==> src/rtl/cp0_defs.sv <==
// Constants shared by the CP0 register file and the CP0 interrupt sources.
package cp0_defs;

  localparam int unsigned IntW = 6;

  localparam logic [4:0] RegBadVAddr = 5'd8;
  localparam logic [4:0] RegCount    = 5'd9;
  localparam logic [4:0] RegCompare  = 5'd11;
  localparam logic [4:0] RegStatus   = 5'd12;
  localparam logic [4:0] RegCause    = 5'd13;
  localparam logic [4:0] RegEpc      = 5'd14;

  typedef enum logic [4:0] {
    ExcInt  = 5'h00,
    ExcNone = 5'h10,
    ExcEret = 5'h11
  } exc_code_e;

endpackage

==> src/rtl/int_sync.sv <==
// N-stage, W-bit flop synchroniser with synchronous active-high clear.
module int_sync #(
  parameter int unsigned W = 6,
  parameter int unsigned N = 2
) (
  input  logic         clk,
  input  logic         rst,
  input  logic [W-1:0] d,
  output logic [W-1:0] q
);

  logic [W-1:0] stage_q [N];

  always_ff @(posedge clk) begin
    if (rst) begin
      for (int i = 0; i < int'(N); i++) stage_q[i] <= '0;
    end else begin
      stage_q[0] <= d;
      for (int i = 1; i < int'(N); i++) stage_q[i] <= stage_q[i-1];
    end
  end

  assign q = stage_q[N-1];

endmodule

==> src/rtl/cp0_timer_int.sv <==
// CP0 Count/Compare timer plus hardware-interrupt synchronisation feeding the CP0 int_i vector.
module cp0_timer_int
  import cp0_defs::*;
#(
  parameter int unsigned SYNC_STAGES   = 2,
  parameter int unsigned COUNT_DIV     = 2,
  parameter int unsigned TIMER_IRQ_BIT = 5
) (
  input  logic            clk,
  input  logic            rst,
  input  logic            we,
  input  logic [4:0]      waddr,
  input  logic [31:0]     wdata,
  input  logic            re,
  input  logic [4:0]      raddr,
  input  logic [IntW-1:0] hw_int_i,
  output logic [31:0]     data_o,
  output logic [IntW-1:0] int_o,
  output logic            timer_int_o
);

  localparam int unsigned PreW = (COUNT_DIV > 1) ? $clog2(COUNT_DIV) : 1;

  logic [31:0]     count_q, compare_q, count_inc;
  logic [PreW-1:0] pre_q;
  logic            timer_pend_q;
  logic            tick, count_we, compare_we, match;
  logic [IntW-1:0] hw_sync;

  assign tick       = (pre_q == PreW'(COUNT_DIV - 1));
  assign count_we   = we && (waddr == RegCount);
  assign compare_we = we && (waddr == RegCompare);
  assign count_inc  = count_q + 32'd1;
  // Only a genuine increment can match; a direct Count load never raises the timer.
  assign match      = tick && !count_we && (count_inc == compare_q);

  always_ff @(posedge clk) begin
    if (rst) begin
      count_q      <= '0;
      compare_q    <= '0;
      pre_q        <= '0;
      timer_pend_q <= 1'b0;
    end else begin
      if (count_we) begin
        count_q <= wdata;
        pre_q   <= '0;
      end else if (tick) begin
        count_q <= count_inc;
        pre_q   <= '0;
      end else begin
        pre_q   <= pre_q + PreW'(1);
      end

      if (compare_we) begin
        compare_q    <= wdata;
        timer_pend_q <= 1'b0;
      end else if (match) begin
        timer_pend_q <= 1'b1;
      end
    end
  end

  int_sync #(
    .W(IntW),
    .N(SYNC_STAGES)
  ) u_int_sync (
    .clk(clk),
    .rst(rst),
    .d  (hw_int_i),
    .q  (hw_sync)
  );

  always_comb begin
    int_o                = hw_sync;
    int_o[TIMER_IRQ_BIT] = hw_sync[TIMER_IRQ_BIT] | timer_pend_q;
  end

  assign timer_int_o = timer_pend_q;

  always_comb begin
    data_o = '0;
    if (re && (raddr == RegCount))        data_o = count_q;
    else if (re && (raddr == RegCompare)) data_o = compare_q;
  end

endmodule

==> config.mk <==
export PLATFORM = sky130hd
export DESIGN_NAME = cp0_timer_int
export DESIGN_NICKNAME = d
export VERILOG_FILES = /design/src/rtl/cp0_defs.sv /design/src/rtl/int_sync.sv /design/src/rtl/cp0_timer_int.sv
export SDC_FILE = /design/constraint.sdc
export NUM_CORES = 1
export LEC_CHECK = 0
export BUFFER_PORTS_ARGS = -buffer_cell sky130_fd_sc_hd__buf_2
export CAP_MARGIN = 20
export CORE_UTILIZATION = 50
export CTS_BUF_LIST = sky130_fd_sc_hd__clkbuf_2 sky130_fd_sc_hd__clkbuf_4 sky130_fd_sc_hd__clkbuf_8
export CTS_CLUSTER_SIZE = 10
export DETAILED_ROUTE_END_ITERATION = 16
export GPL_TIMING_DRIVEN = 0
export PLACE_DENSITY_LB_ADDON = 0.12
export SYNTH_ARGS = -nofsm -noshare
export SYNTH_HDL_FRONTEND = slang
export SYNTH_HIERARCHICAL = 1
export SYNTH_SLANG_ARGS = --single-unit
==> constraint.sdc <==
create_clock -name clk -period 2.6 [get_ports clk]
set_input_delay 0.26 -clock clk [delete_from_list [all_inputs] [get_ports clk]]
set_output_delay 0.26 -clock clk [all_outputs]
set_load 0.03 [all_outputs]
==> impl_metrics.py, run 1 <==
metrics = {
    "logic_synthesis": {
        "yosysUniqueCellTypes": 56,
        "yosysMostFrequentCell": "nand2_1",
        "ys_seq_area_frac": 0.319,
        "ys_warn_count": 6,
        "synth_common_cells": "nand2_1 (86), dfxtp_1 (78), nor2_1 (77)",
        "synth-async-reset-ratio": 0,
        "synthesis.area_sq_um": 4900,
        "synth_edf_count": 0,
        "avgSynthCellArea_sq_um": 7.90,
        "synth_top_area_cell": "dfxtp_1",
        "syn-num-nets": 673,
        "synth_top_area_frac": 0.319,
        "synth_cells": 620,
        "synthFlopType": "dfxtp_1",
        "ys_seq_elements": 78,
        "synthTopCellsByArea": "dfxtp_1 (32%), xor2_1 (7.0%), mux2i_1 (6.7%)",
    },
    "sta": {
        "period_share": 0.965,
        "slew_headroom": 0.464,
        "setup_viol": 0,
        "fin_setup_tns_ns": 0,
        "min_period_ns": 2.51,
        "skew_ns": 0.0169,
        "final_hold_viol_count": 0,
        "slew_violations": 0,
        "max_freq_mhz": 398,
        "rsz0062_at_grt": "no",
        "tightest_slew_ns": 0.804,
    },
    "detailed_routing": {
        "wl_mm": 13.6,
        "first_pass_iters": 5,
        "final_antenna_net_count": 0,
        "vias": 4790,
        "avgRoutedWirePerCell_um": 15.9,
        "drtIter0Drc": 356,
        "vias_per_cell": 5.60,
        "drc_errors": 0,
    },
    "global_route": {
        "grt_max_degree": 16,
        "grt_usage": 0.277,
        "grt_pass1_wl_mm": 22.1,
        "grt_util_met1": 0.383,
        "grt_busiest_layer": "met2",
        "antenna_found_initial": 0,
        "grt_pass1_vias": 4434,
        "overflow": 0,
        "grt_util_met2": 0.438,
        "use_met3": 0.0388,
    },
    "critical_path": {
        "worstPathCellList": "buf_2, nand4_1, nor4_1, nand3_1, xnor2_1, nor4_1, o2111ai_1, nand2_1",
        "path_class": "flop to flop",
        "timing.critical_path.required_ns": 2.91,
        "critPathTopFamily": "simple AND/OR/NAND/NOR gates",
        "cp_max_fo": 8,
        "cp.arrival_ns": 2.82,
        "cp-start-kind": "flop",
        "rr_worst_depth": 8,
        "cp.depth": 8,
        "crit_buf_inv": 1,
        "cp_slowest_stage_delay_ns": 0.74,
        "endpoint_kind": "flop",
        "crit_top_cell": "nor4_1",
        "critPathSlowestCell": "nor4_1",
    },
    "outcome": {
        "status": "finished clean",
    },
    "die": {
        "core_sq_um": 9370,
        "floorplan.initialDensity": 0.523,
        "ios": 91,
        "die-area_sq_um": 10200,
        "die_h_um": 101,
        "fp.dieW_um": 101,
        "row_count": 35,
    },
    "pwr": {
        "p_leak_nw": 2.26,
        "sw_frac_of_total": 0.287,
        "p_switching_mw": 0.674,
        "power.internal_mw": 1.68,
        "comb_power_share": 0.103,
        "clock_power_share": 0.372,
        "vdd_drop_max_mv": 0.283,
        "power_density_nw_per_um2": 411,
        "seqPwrFrac": 0.525,
    },
    "placement": {
        "port-buffer-count": 89,
        "gp_congestion": 0.919,
        "post-dp-hpwl_mm": 10.0,
        "dpl_cell_area_sq_um": 5510,
    },
    "min_path": {
        "hold-path-cell-count": 2,
        "hold_path_class": "input port to flop",
    },
    "clocking": {
        "cts_buffers": 9,
        "cts_tree": "built",
        "clk_path_buf_depth": 2,
        "clkTransAtPathRegs_ns": 0.10,
        "clock-root-buffer": "clkbuf_8",
        "clock_sinks": 78,
        "worst_skew_pair.late_latency_ns": 0.37,
        "htreeDepth": 3,
        "holdBufCountCts": 0,
    },
    "final_layout": {
        "diodes": 0,
        "syn2layout_area_growth_pct": 16.8,
        "postLayoutCellArea_sq_um": 5730,
        "drive_gt1_frac": 0.216,
        "final_nets": 775,
    },
    "flow_run": {
        "cap_violations": 0,
    },
}
## worst register-to-register path, stage by stage, from the launching register on
cell and delay, ns:
dfxtp_1 0.32, buf_2 0.21, nand4_1 0.28, nor4_1 0.74, nand3_1 0.18, xnor2_1 0.18, nor4_1 0.29, o2111ai_1 0.16
nand2_1 0.10
## cells in the final DEF, fill, tap and decap left out, drive strengths merged, types with 4 or more instances in the layout
cell type / instances
nor2b: 10
nand2: 86
mux2i: 33
nand3: 17
and3: 10
a31oi: 4
dfxtp: 78
a21oi: 37
xnor2: 30
or4: 5
nor4: 11
xor2: 39
clkbuf: 41
a211oi: 34
o211ai: 4
nor3: 8
buf: 118
inv: 6
nand4: 22
nor2: 78
and4: 6
## per-stage QoR
step | worst slack, ns | power, mW | util | hold WS [ns] | std cells
6_report | 0.0901 | 2.35 | 0.611 | 0.0901 | 856
5_1_grt | 0.00412 | 2.43 | 0.611 | 0.0942 | 856
4_1_cts | 0.0229 | 2.36 | 0.607 | 0.0907 | 854
3_5_place_dp | 0.0622 | 1.50 | 0.588 | 0.423 | 838
3_3_place_gp | 0.0741 | 1.50 | 0.588 | 0.417 | 838
2_1_floorplan | 0.493 | 1.41 | - | 0.389 | 620
## path summary, 6_finish.rpt
kind                                                             to                                start  slack [ns]
worst min-delay path            u_int_sync/stage_q[0][5]$_SDFF_PP0_                          hw_int_i[5]        0.09
worst max register to register             timer_int_o$_SDFFE_PP0P_             count_q[13]$_SDFFE_PP0P_        0.09
worst max-delay path                       timer_int_o$_SDFFE_PP0P_             count_q[13]$_SDFFE_PP0P_        0.09
worst min register to register  u_int_sync/stage_q[0][6]$_SDFF_PP0_  u_int_sync/stage_q[0][0]$_SDFF_PP0_        0.44
## logic make-up after synthesis
kind of cell               Yosys count  share of synthesized area
DFF                                 78                      0.319
adders and majority gates            1                    0.00255
and+or+nand+nor                    276                      0.288
xor gates and xnor gates            69                      0.123
AOI/OAI and AO/OA                  101                      0.138
buffers and inverters               62                     0.0613
muxes                               33                     0.0674
## power groups by stage
stage	Clock, mW	Combinational (mW)	Sequential (mW)
global route	0.931	0.263	1.24
finish	0.875	0.243	1.23
global placement	0	0.236	1.26
detailed placement	0	0.239	1.26
floorplan	0	0.148	1.26
CTS	0.885	0.240	1.23
## state kept, by name, indices dropped and copies added, names as in the netlist
signal,cells
u_int_sync/stage_q,12
pre_q,1
compare_q,32
timer_int_o,1
count_q,32
## layout make-up
| class | instances | area [sq um] |
|---|---|---|
| Sequential cell | 78 | 1560 |
| Tap cell | 129 | 161 |
| Inverter | 3 | 11.3 |
| Multi-Input combinational cell | 480 | 3060 |
| Clock inverter | 7 | 55.1 |
| Buffer | 59 | 289 |
| Timing Repair Buffer | 91 | 460 |
| Clock buffer | 9 | 124 |
| Fill cell | 928 | 3650 |
## routing by layer
metal | vias to the layer above | share of wire
li1 | 2374 | -
met1 | 2231 | 0.48
met2 | 162 | 0.44
met3 | 23 | 0.055
met4 | 0 | 0.020
met5 | - | 0
## repair_timing
action,CTS,global route
buffers inserted,0,2
endpoints found under the setup margin,0,4
gates resized for setup,0,4
Note: power is estimated with default switching activity, not from simulation.
==> run 2, diff against run 1 <==
GPL_TIMING_DRIVEN = 1   (was 0)
==> run 2 against run 1 <==
Net effect: clock-buffer cell count stayed put; die area is the same; clock skew fell by 0.0058 ns; via count down 4.5%; core utilization down 1.2 points; combinational power fell by 9.1%; flip-flop and latch count stayed put; register-to-register slack better by 0.13 ns; hold slack better by 0.0099 ns; clock power grew 21%; power is 7.3% higher; setup slack better by 0.13 ns; critical endpoint unchanged; largest cell class unchanged; largest power group unchanged.
==> impl_metrics.py, run 2 (synthesis results as in run 1) <==
metrics = {
    "outcome": {
        "status": "finished clean",
    },
    "die": {
        "floorplan.initialDensity": 0.523,
        "ios": 91,
        "die-area_sq_um": 10200,
        "row_count": 35,
        "fp.dieW_um": 101,
        "core_sq_um": 9370,
        "die_h_um": 101,
    },
    "critical_path": {
        "path_class": "flop to flop",
        "crit_top_cell": "nand4_1",
        "worstPathCellList": "nand4_1, nor4_2, buf_4, nand4_1, xnor2_1, nor4_1, o2111ai_1, nand2_1",
        "endpoint_kind": "flop",
        "critPathSlowestCell": "dfxtp_1",
        "cp_slowest_stage_delay_ns": 0.57,
        "critPathTopFamily": "simple AND/OR/NAND/NOR gates",
        "cp-start-kind": "flop",
        "crit_start": "count_q[2]$_SDFFE_PP0P_",
        "cp.arrival_ns": 2.68,
        "cp_max_fo": 12,
        "r2r_start": "count_q[2]$_SDFFE_PP0P_",
        "crit_buf_inv": 1,
        "timing.critical_path.required_ns": 2.90,
    },
    "clocking": {
        "holdBufCountCts": 0,
        "cts_resized": 0,
        "clkTransAtPathRegs_ns": 0.09,
        "cts_buffers": 9,
        "htreeDepth": 3,
        "clk_path_buf_depth": 2,
        "clock_sinks": 78,
        "clock-root-buffer": "clkbuf_8",
        "cts_tree": "built",
        "postCtsSetupRepairBufs": 0,
        "worst_skew_pair.late_latency_ns": 0.36,
    },
    "sta": {
        "slew_violations": 0,
        "slew_headroom": 0.403,
        "tightest_slew_ns": 0.896,
        "rsz0062_at_grt": "no",
        "max_freq_mhz": 421,
        "skew_ns": 0.0111,
        "fin_setup_tns_ns": 0,
        "final_hold_viol_count": 0,
        "period_share": 0.914,
        "setup_viol": 0,
        "min_period_ns": 2.38,
        "hold_ws_ns": 0.100,
        "timing.final.ws_setup_ns": 0.222,
    },
    "final_layout": {
        "layout_commonest_cell": "buf_2",
        "nFillCells": 888,
        "post-route-util": 0.599,
        "drive_gt1_frac": 0.219,
        "reg.largest.list": "compare_q: 32 flops, count_q: 32 flops, u_int_sync/stage_q: 12 flops",
        "syn2layout_area_growth_pct": 14.6,
        "diodes": 0,
        "postLayoutCellArea_sq_um": 5620,
        "final_nets": 733,
        "final_cell_count_no_fill": 814,
        "final_cell_mix": "buf_2 (90), nand2_1 (86), nor2_1 (77), dfxtp_1 (77), xor2_1 (39)",
    },
    "pwr": {
        "power_density_nw_per_um2": 450,
        "vdd_drop_max_mv": 0.232,
        "finalPower_mw": 2.52,
        "p_leak_nw": 2.19,
    },
    "detailed_routing": {
        "drtIter0Drc": 182,
        "vias_per_cell": 5.62,
        "wl_mm": 12.8,
        "vias": 4573,
        "avgRoutedWirePerCell_um": 15.7,
        "drc_errors": 0,
        "first_pass_iters": 7,
        "final_antenna_net_count": 0,
    },
    "global_route": {
        "overflow": 0,
        "antenna_found_initial": 0,
        "grt_pass1_wl_mm": 21.0,
        "grt_pass1_vias": 4179,
        "grt_usage": 0.261,
        "grt_max_degree": 79,
    },
    "placement": {
        "dp_slack_ns": 0.176,
        "dp.cells": 798,
        "port-buffer-count": 90,
        "post-dp-hpwl_mm": 8.96,
        "gp_congestion": 0.861,
        "dpl_cell_area_sq_um": 5370,
    },
    "min_path": {
        "hold_path_class": "input port to flop",
        "holdCritStartpoint": "hw_int_i[4]",
    },
    "flow_run": {
        "cap_violations": 0,
    },
}
-- run 2: cell types whose count changed in the layout (fill, tap and decap cells not counted), sizes merged --
cell,before,now
bufinv,0,2
clkbuf,41,9
buf,118,108
clkinv,2,0
-- run 2: cell type report --
cell class | count | area (sq um) | area share
Clock buffer | 9 | 124 | 0.0221
Sequential cell | 78 | 1560 | 0.278
Inverter | 3 | 11.3 | 0.00201
Clock inverter | 7 | 104 | 0.0185
Timing Repair Buffer | 108 | 598 | 0.107
Tap cell | 129 | 161 | 0.0287
Multi-Input combinational cell | 480 | 3050 | 0.544
-- run 2: worst paths after layout --
kind | end | slack, ns | depth (start not counted)
max reg2reg | timer_int_o$_SDFFE_PP0P_ | 0.22 | 8
min | u_int_sync/stage_q[0][4]$_SDFF_PP0_ | 0.10 | 2
min reg2reg | u_int_sync/stage_q[0][10]$_SDFF_PP0_ | 0.45 | 1
max | timer_int_o$_SDFFE_PP0P_ | 0.22 | 8
-- run 2: power by group --
| group | switching (mW) | internal [mW] |
|---|---|---|
| logic | 0.124 | 0.0979 |
| clock network | 0.508 | 0.554 |
| registers | 0.0235 | 1.22 |
| total | 0.655 | 1.87 |
-- run 2: routing by layer --
layer	vias up	wire length [um]	global-route usage
met5	-	0	0
met4	0	145	0.0758
met3	12	613	0.0312
met2	142	5800	0.415
met1	2126	6250	0.370
li1	2293	-	-
